File: src/rtl/matmul_ctrl.sv
// matmul_ctrl: sequencer for a square matrix multiply C = A x B.
// Walks result elements in row-major order. For each element it spends `row`
// FETCH cycles reading A[i][k] and B[k][j] from asynchronous-read memories and
// accumulating their product, then spends one WRITE cycle storing the sum in C.
// A one-cycle done pulse follows the last write.
// Optional feature: define MATMUL_SATURATE_EN to clamp the accumulator at
// 2^out_size-1 instead of letting it wrap modulo 2^out_size.
module matmul_ctrl #(
  parameter int row      = 2,
  parameter int column   = 2,
  parameter int size     = 8,
  parameter int out_size = 16
) (
  input  logic                clk,
  input  logic                rst,
  input  logic                start,
  output logic                a_read,
  output logic                b_read,
  output logic [5:0]          a_read_address,
  output logic [5:0]          b_read_address,
  input  logic [size-1:0]     a_data,
  input  logic [size-1:0]     b_data,
  output logic                c_write,
  output logic [5:0]          c_write_address,
  output logic [out_size-1:0] c_write_value,
  output logic                busy,
  output logic                done
);

  localparam int         PROD_W = 2 * size;
  localparam int         SUM_W  = out_size + PROD_W + 1;
  localparam logic [5:0] ROW_W  = 6'(row);
  localparam logic [5:0] LAST_K = 6'(row - 1);
  localparam logic [5:0] LAST_I = 6'(row - 1);
  localparam logic [5:0] LAST_J = 6'(column - 1);

  typedef enum logic [1:0] {IDLE, FETCH, WRITE, DONE} state_t;

  state_t              state;
  state_t              state_nxt;
  logic [5:0]          i;
  logic [5:0]          j;
  logic [5:0]          k;
  logic [out_size-1:0] acc;
  logic [PROD_W-1:0]   prod;

  // Accumulate one product; the sum is formed wide enough that no carry is
  // lost, so overflow shows up as any bit set above the result width.
  function automatic logic [out_size-1:0] acc_add(input logic [out_size-1:0] a,
                                                  input logic [PROD_W-1:0]   p);
    logic [SUM_W-1:0] s;
    s = SUM_W'(a) + SUM_W'(p);
`ifdef MATMUL_SATURATE_EN
    if (s[SUM_W-1:out_size] != '0) return '1;
`endif
    return s[out_size-1:0];
  endfunction

  assign prod = PROD_W'(a_data) * PROD_W'(b_data);

  // State register with synchronous active-low reset.
  always_ff @(posedge clk) begin
    if (!rst) state <= IDLE;
    else      state <= state_nxt;
  end

  // Next-state logic and Moore outputs; every output defaults to 0 outside its state.
  always_comb begin
    state_nxt       = state;
    a_read          = 1'b0;
    b_read          = 1'b0;
    a_read_address  = '0;
    b_read_address  = '0;
    c_write         = 1'b0;
    c_write_address = '0;
    c_write_value   = '0;
    busy            = 1'b0;
    done            = 1'b0;
    case (state)
      IDLE: begin
        if (start) state_nxt = FETCH;
      end
      FETCH: begin
        busy           = 1'b1;
        a_read         = 1'b1;
        b_read         = 1'b1;
        a_read_address = ROW_W * i + k;
        b_read_address = ROW_W * k + j;
        if (k == LAST_K) state_nxt = WRITE;
      end
      WRITE: begin
        busy            = 1'b1;
        c_write         = 1'b1;
        c_write_address = ROW_W * i + j;
        c_write_value   = acc;
        state_nxt       = (i == LAST_I && j == LAST_J) ? DONE : FETCH;
      end
      DONE: begin
        done      = 1'b1;
        state_nxt = IDLE;
      end
      default: state_nxt = IDLE;
    endcase
  end

  // Element indices and accumulator; cleared at start and after every write.
  always_ff @(posedge clk) begin
    if (!rst) begin
      i   <= '0;
      j   <= '0;
      k   <= '0;
      acc <= '0;
    end else begin
      case (state)
        IDLE: begin
          if (start) begin
            i   <= '0;
            j   <= '0;
            k   <= '0;
            acc <= '0;
          end
        end
        FETCH: begin
          acc <= acc_add(acc, prod);
          k   <= k + 6'd1;
        end
        WRITE: begin
          acc <= '0;
          k   <= '0;
          if (j == LAST_J) begin
            j <= '0;
            i <= i + 6'd1;
          end else begin
            j <= j + 6'd1;
          end
        end
        default: ;
      endcase
    end
  end

endmodule

File: config.mk
export PLATFORM = sky130hd
export DESIGN_NAME = matmul_ctrl
export DESIGN_NICKNAME = d
export VERILOG_FILES = /design/src/rtl/matmul_ctrl.sv
export SDC_FILE = /design/constraint.sdc
export NUM_CORES = 1
export LEC_CHECK = 0
export ABC_AREA = 1
export CORE_AREA = 2 2 110 112
export CTS_CLUSTER_SIZE = 20
export DETAILED_ROUTE_END_ITERATION = 7
export DIE_AREA = 0 0 112 114
export GPL_TIMING_DRIVEN = 0
export HOLD_SLACK_MARGIN = 0.03
export PLACE_DENSITY_LB_ADDON = 0.1
export SYNTH_ARGS = -nofsm -noshare
export SYNTH_HDL_FRONTEND = slang
export SYNTH_SLANG_ARGS = --single-unit
export TNS_END_PERCENT = 50
File: constraint.sdc
create_clock -name clk -period 9.7 [get_ports clk]
set_input_delay 1.94 -clock clk [delete_from_list [all_inputs] [get_ports clk]]
set_output_delay 1.94 -clock clk [all_outputs]
set_load 0.01 [all_outputs]
; Yosys cells after proc, flatten, opt, wreduce, memory -nomap -nowiden
; Cells that the tools add are included.
[totals]
register_bits = 36
latch_bits = 0
ram_bits = 0
rom_bits = 0
inputBits = 19
out_inout_bits = 39
wordCells = 51
mem_count = 0
[classes]
n_addsub = 7
multipliers = 1
div = 0
order_cmp = 0
n_eq_ne = 9
n_shift = 0
n_mux = 20
n_bitwise = 0
reduce_logical = 9
[op_table]
columns = cell, n
row1 = $pmux W16 S3, 1
row2 = $mux W6, 6
row3 = $mux W16, 2
row4 = $pmux W6 S2, 2
row5 = $add A6 B1 Y6 const B, 3
row6 = $add A6 B6 Y6, 3
row7 = $eq A6 B1 Y1 const B, 3
row8 = $pmux W6 S3, 1
row9 = $add A16 B16 Y16, 1
row10 = $mul A8 B8 Y16, 1
row11 = $pmux W2 S4, 1
row12 = $mux W2, 3
row13 = $ne A2 B2 Y1 const B, 3
row14 = $reduce_and A2 Y1, 3
row15 = $eq A2 B2 Y1 const B, 2
row16 = $mux W1, 4
row17 = $reduce_and A3 Y1, 1
row18 = $reduce_bool A3 Y1, 1
row19 = $eq A2 B1 Y1 const B, 1
row20 = $logic_not A2 Y1, 1
row21 = $reduce_bool A2 Y1, 1
row22 = $reduce_or A2 Y1, 1
row23 = $logic_and A1 B1 Y1, 1

; Depth between registers and ports, before layout
[logic_depth]
depth_word = 4
ltp_mapped = 21
depth_no_buf = 20

; Worst setup path after synthesis
; Ideal clock, no wire load.
[synth_path]
path_type = input -> register
startpoint = in b_data[4]
endpoint = reg acc[11]
arrival_time_ns = 5.470
required_ns = 9.579
path_slack_ns = 4.110
stages = 19
path_buffers = 1
cell_sequence = clkbuf_1 -> nand2_1 -> fa_1 -> inv_1 -> fa_1 -> fa_1 -> inv_1 -> fa_1 -> inv_1 -> ha_1 -> nand2_1 -> inv_1 -> nand2_1 -> nand2_1 -> inv_1 -> nand2_1 -> or2_2 -> nand3_1 -> a21oi_1
[synth_between]
elab_chain_cells = 3
[synth_lines]
columns = element, line
row1 = start: declaration, 22  ; input logic [size-1:0] b_data,
row2 = $mul A8 B8 Y16, 59  ; assign prod = PROD_W'(a_data) * PROD_W'(b_data);
row3 = $add A16 B16 Y16, 52  ; s = SUM_W'(a) + SUM_W'(p);
row4 = $pmux W16 S3, 114  ; case (state)
row5 = end signal: assignment, 124  ; acc <= acc_add(acc, prod);
row6 = end: declaration, 44  ; logic [out_size-1:0] acc;
; Every way passes these cells.
; A chain may end at the register's enable or synchronous reset.

; Worst setup path in the final report
[layout_path]
startpoint = in a_data[4]
endpoint = reg acc[12]
[layout_between]
elab_chain_cells = 3
[layout_lines]
columns = element, line
row1 = start: declaration, 21  ; input logic [size-1:0] a_data,
row2 = $mul A8 B8 Y16, 59
row3 = $add A16 B16 Y16, 52
row4 = $pmux W16 S3, 114
; Every way passes these cells.

==> reports/metrics.cfg <==
[synthesis]
yosysSeqAreaShare_pct = 14.24
synth_nets = 876
synthCells = 747
post_synth_edffs = 0
main_flop_type_after_synthesis = sky130_fd_sc_hd__dfxtp_1
yosysMostFrequentCell = sky130_fd_sc_hd__inv_1
yosys-top-cells-count = sky130_fd_sc_hd__inv_1, sky130_fd_sc_hd__nand2_1, sky130_fd_sc_hd__ha_1, sky130_fd_sc_hd__fa_1, sky130_fd_sc_hd__a21oi_1
synth.ff_latch_count = 36
yosys_warnings = 0
synth_top_area_cell = sky130_fd_sc_hd__fa_1
average_footprint_of_a_synthesized_cell_um2 = 6.774
synthDominantCellAreaShare_pct = 20.97
netlist_area_um2 = 5060
synthArstFlopShare_pct = 0
ys_types = 34
netlist_top_cells_area = sky130_fd_sc_hd__fa_1, sky130_fd_sc_hd__inv_1, sky130_fd_sc_hd__dfxtp_1

[timing]
fmaxAchievable_ghz = 0.1761
finalCriticalPeriod_ns = 5.678
setup_viol_count_final = 0
post_route_setup_tns_ns = 0
slew_hr_pct = 61.15
max_slew.worst_pin.slew_ns = 0.5827
setup_skew_after_layout_ns = 0.002432
finalHoldViolCount = 0
finalMaxSlewViolations = 0
finalCritPeriodShare_pct = 58.53
rsz0062_at_grt = no

[flow_run]
maxCapViolCount = 0

[global_route]
grt_remaining_overflow = 0
grtUsageTotal_pct = 20.24
number_of_global_route_vias_before_repair = 4705
grt_pass1_wl_um = 21510
grt_max_degree = 12
antenna_found_initial = 0

[clock_network]
ctsRootBufferMaster = sky130_fd_sc_hd__clkbuf_16
postCtsSetupRepairBufs = 0
cts.repair.resized = 0
cts_max_level = 2
clock_tree.buffer_depth = 2
clock_latency_ns = 0.28
tritoncts = yes
cts_hold_buffers = 0
tritoncts_num_sinks = 36
cts_made_buffers = 5
clk_transition_reported_paths_ns = 0.06

[floorplan]
std_cell_rows = 40
io_pins = 58
die_y_um = 114
die_area_um2 = 12770
initial_core_util_pct = 43.21
design.core.area_um2 = 11710
floorplan.die.width_um = 112

[setup_path]
crit_type = in -> reg
setup.worst_path.start = a_data[4]
crit_path_max_fanout = 8
worst_ep_required_time_ns = 9.86
rr_worst_depth = 16
critPathCaptureType = register
regToRegStartpoint = acc[6]$_SDFFE_PN0P_
critical_path.reg2reg.endpoint = acc[11]$_SDFFE_PN0P_
critPathArrivalTime_ns = 5.84
worst_setup_path_start_kind = input port
r2r_slack_ns = 5.71
timing.critical_path.to = acc[12]$_SDFFE_PN0P_

[layout]
drive_gt1_share_pct = 3.019
final_cells = 942
finalNetCount = 923
num_antenna_cells = 0
layout_area_growth_over_synthesis_pct = 14.79
postLayoutCoreUtil_pct = 49.59

[worst_hold_path]
hp-class = reg -> reg

[power]
power_density_nw_per_um2 = 159.9
power_switching_share_pct = 47.37
p_int_mw = 0.4886
leakagePower_nw = 3.321
part_of_the_power_in_registers_pct = 18.5
total_switching_power_mw = 0.4399
share_comb_of_total_power_pct = 61.7
total_power_draw_mw = 0.9285
clock_power_share_pct = 19.8
worst_ir_drop_vdd_mv = 0.06852

[routing]
drt_first_pass_iters = 4
ant_nets = 0
via_per_inst = 4.760
route.detailed.wl_per_inst_um = 12.65
totalWireLength_um = 11920
drc = 0
vias = 4484
drt_first_iter_violations = 149

[place]
gp_congestion = 0.8638
placed_cells_incl_taps = 934
hpwl_um = 10020
io_buffers = 40

[run_status]
outcome = finished clean

## power groups by stage
stage | clock [mW] | combinational (mW) | sequential [mW]
2_1_floorplan | 0 | 0.446 | 0.170
3_3_place_gp | 0 | 0.568 | 0.175
3_5_place_dp | 0 | 0.573 | 0.175
4_1_cts | 0.186 | 0.579 | 0.172
5_1_grt | 0.192 | 0.685 | 0.174
6_report | 0.183 | 0.573 | 0.172
## cells by family after synthesis
logic type                 share of synthesized area, %
AOI/OAI and AO/OA                                 7.864
xor gates and xnor gates                          2.250
adders and majority gates                         35.06
buffers and inverters                             18.08
DFF                                               14.24
and+or+nand+nor                                   22.50
## worst max-delay path: stages
cell and delay, ns:
sky130_fd_sc_hd__clkbuf_1 0.36, sky130_fd_sc_hd__nand2_1 0.15, sky130_fd_sc_hd__fa_1 0.54, sky130_fd_sc_hd__inv_1 0.05
sky130_fd_sc_hd__fa_1 0.55, sky130_fd_sc_hd__inv_1 0.06, sky130_fd_sc_hd__fa_1 0.51, sky130_fd_sc_hd__fa_1 0.55
sky130_fd_sc_hd__inv_1 0.04, sky130_fd_sc_hd__ha_1 0.35, sky130_fd_sc_hd__nand2_1 0.11, sky130_fd_sc_hd__nor2_1 0.17
sky130_fd_sc_hd__nand3_1 0.12, sky130_fd_sc_hd__nand3_1 0.10, sky130_fd_sc_hd__nand2_1 0.05, sky130_fd_sc_hd__nand3_1 0.11
sky130_fd_sc_hd__a21oi_1 0.07
## layout by cell type (no fill, tap or decap), drive strengths merged, types with 2 or more instances in the layout
cell and instances:
a21o 3, nand3 27, inv 210, nand4 8
fa 53, buf 6, nand2 192, dfxtp 36
nor3 9, o21a 3, nor2 37, ha 57
or2 4, clkbuf 26, xnor2 2, clkinv 2
clkdlybuf4s50 40, o21ai 19, a21oi 44, xor2 11
## through the flow
step,setup slack (ns),cell area [um2],hold WS [ns]
final,4.022,5808,0.4877
after global routing,3.720,5808,0.5134
after CTS,3.998,5808,0.4918
after detailed placement,3.720,5644,0.4838
after global placement,3.746,5644,0.4761
after floorplan,4.110,5060,0.4577
## layout make-up
cell class | instances | area, um2
fillers | 1199 | 5903
flip-flops and latches | 36 | 720.7
plain buffers | 26 | 120.1
clock buffers | 6 | 128.9
repair buffers | 40 | 400.4
well taps | 147 | 183.9
multi-input cells | 474 | 3425
clock inverters | 2 | 35.03
inverters | 211 | 794.5
## how the worst min path moves through the flow
stage               slack (ns)                   end                  from  cells after the start
floorplan                 0.46  acc[13]$_SDFFE_PN0P_  acc[13]$_SDFFE_PN0P_                      2
global placement          0.48   acc[4]$_SDFFE_PN0P_   acc[4]$_SDFFE_PN0P_                      2
detailed placement        0.48   acc[0]$_SDFFE_PN0P_   acc[0]$_SDFFE_PN0P_                      2
CTS                       0.49   acc[0]$_SDFFE_PN0P_   acc[0]$_SDFFE_PN0P_                      2
global route              0.51   acc[0]$_SDFFE_PN0P_   acc[0]$_SDFFE_PN0P_                      2
finish                    0.49   acc[4]$_SDFFE_PN0P_   acc[4]$_SDFFE_PN0P_                      2
## sequential cells by signal, summed over array words and instances, names as in the netlist
signal / cells
acc: 16
i: 6
j: 6
k: 6
state: 2
## layer usage
layer  GRT usage [%]  wire length (um)  vias up
met4           6.748               213        0
met3           1.860               324       16
met2           36.40              5933       74
met5               0                 0        -
li1                -                 -     2295
met1           25.71              5445     2099
Note: power is estimated with default switching activity, not from simulation.
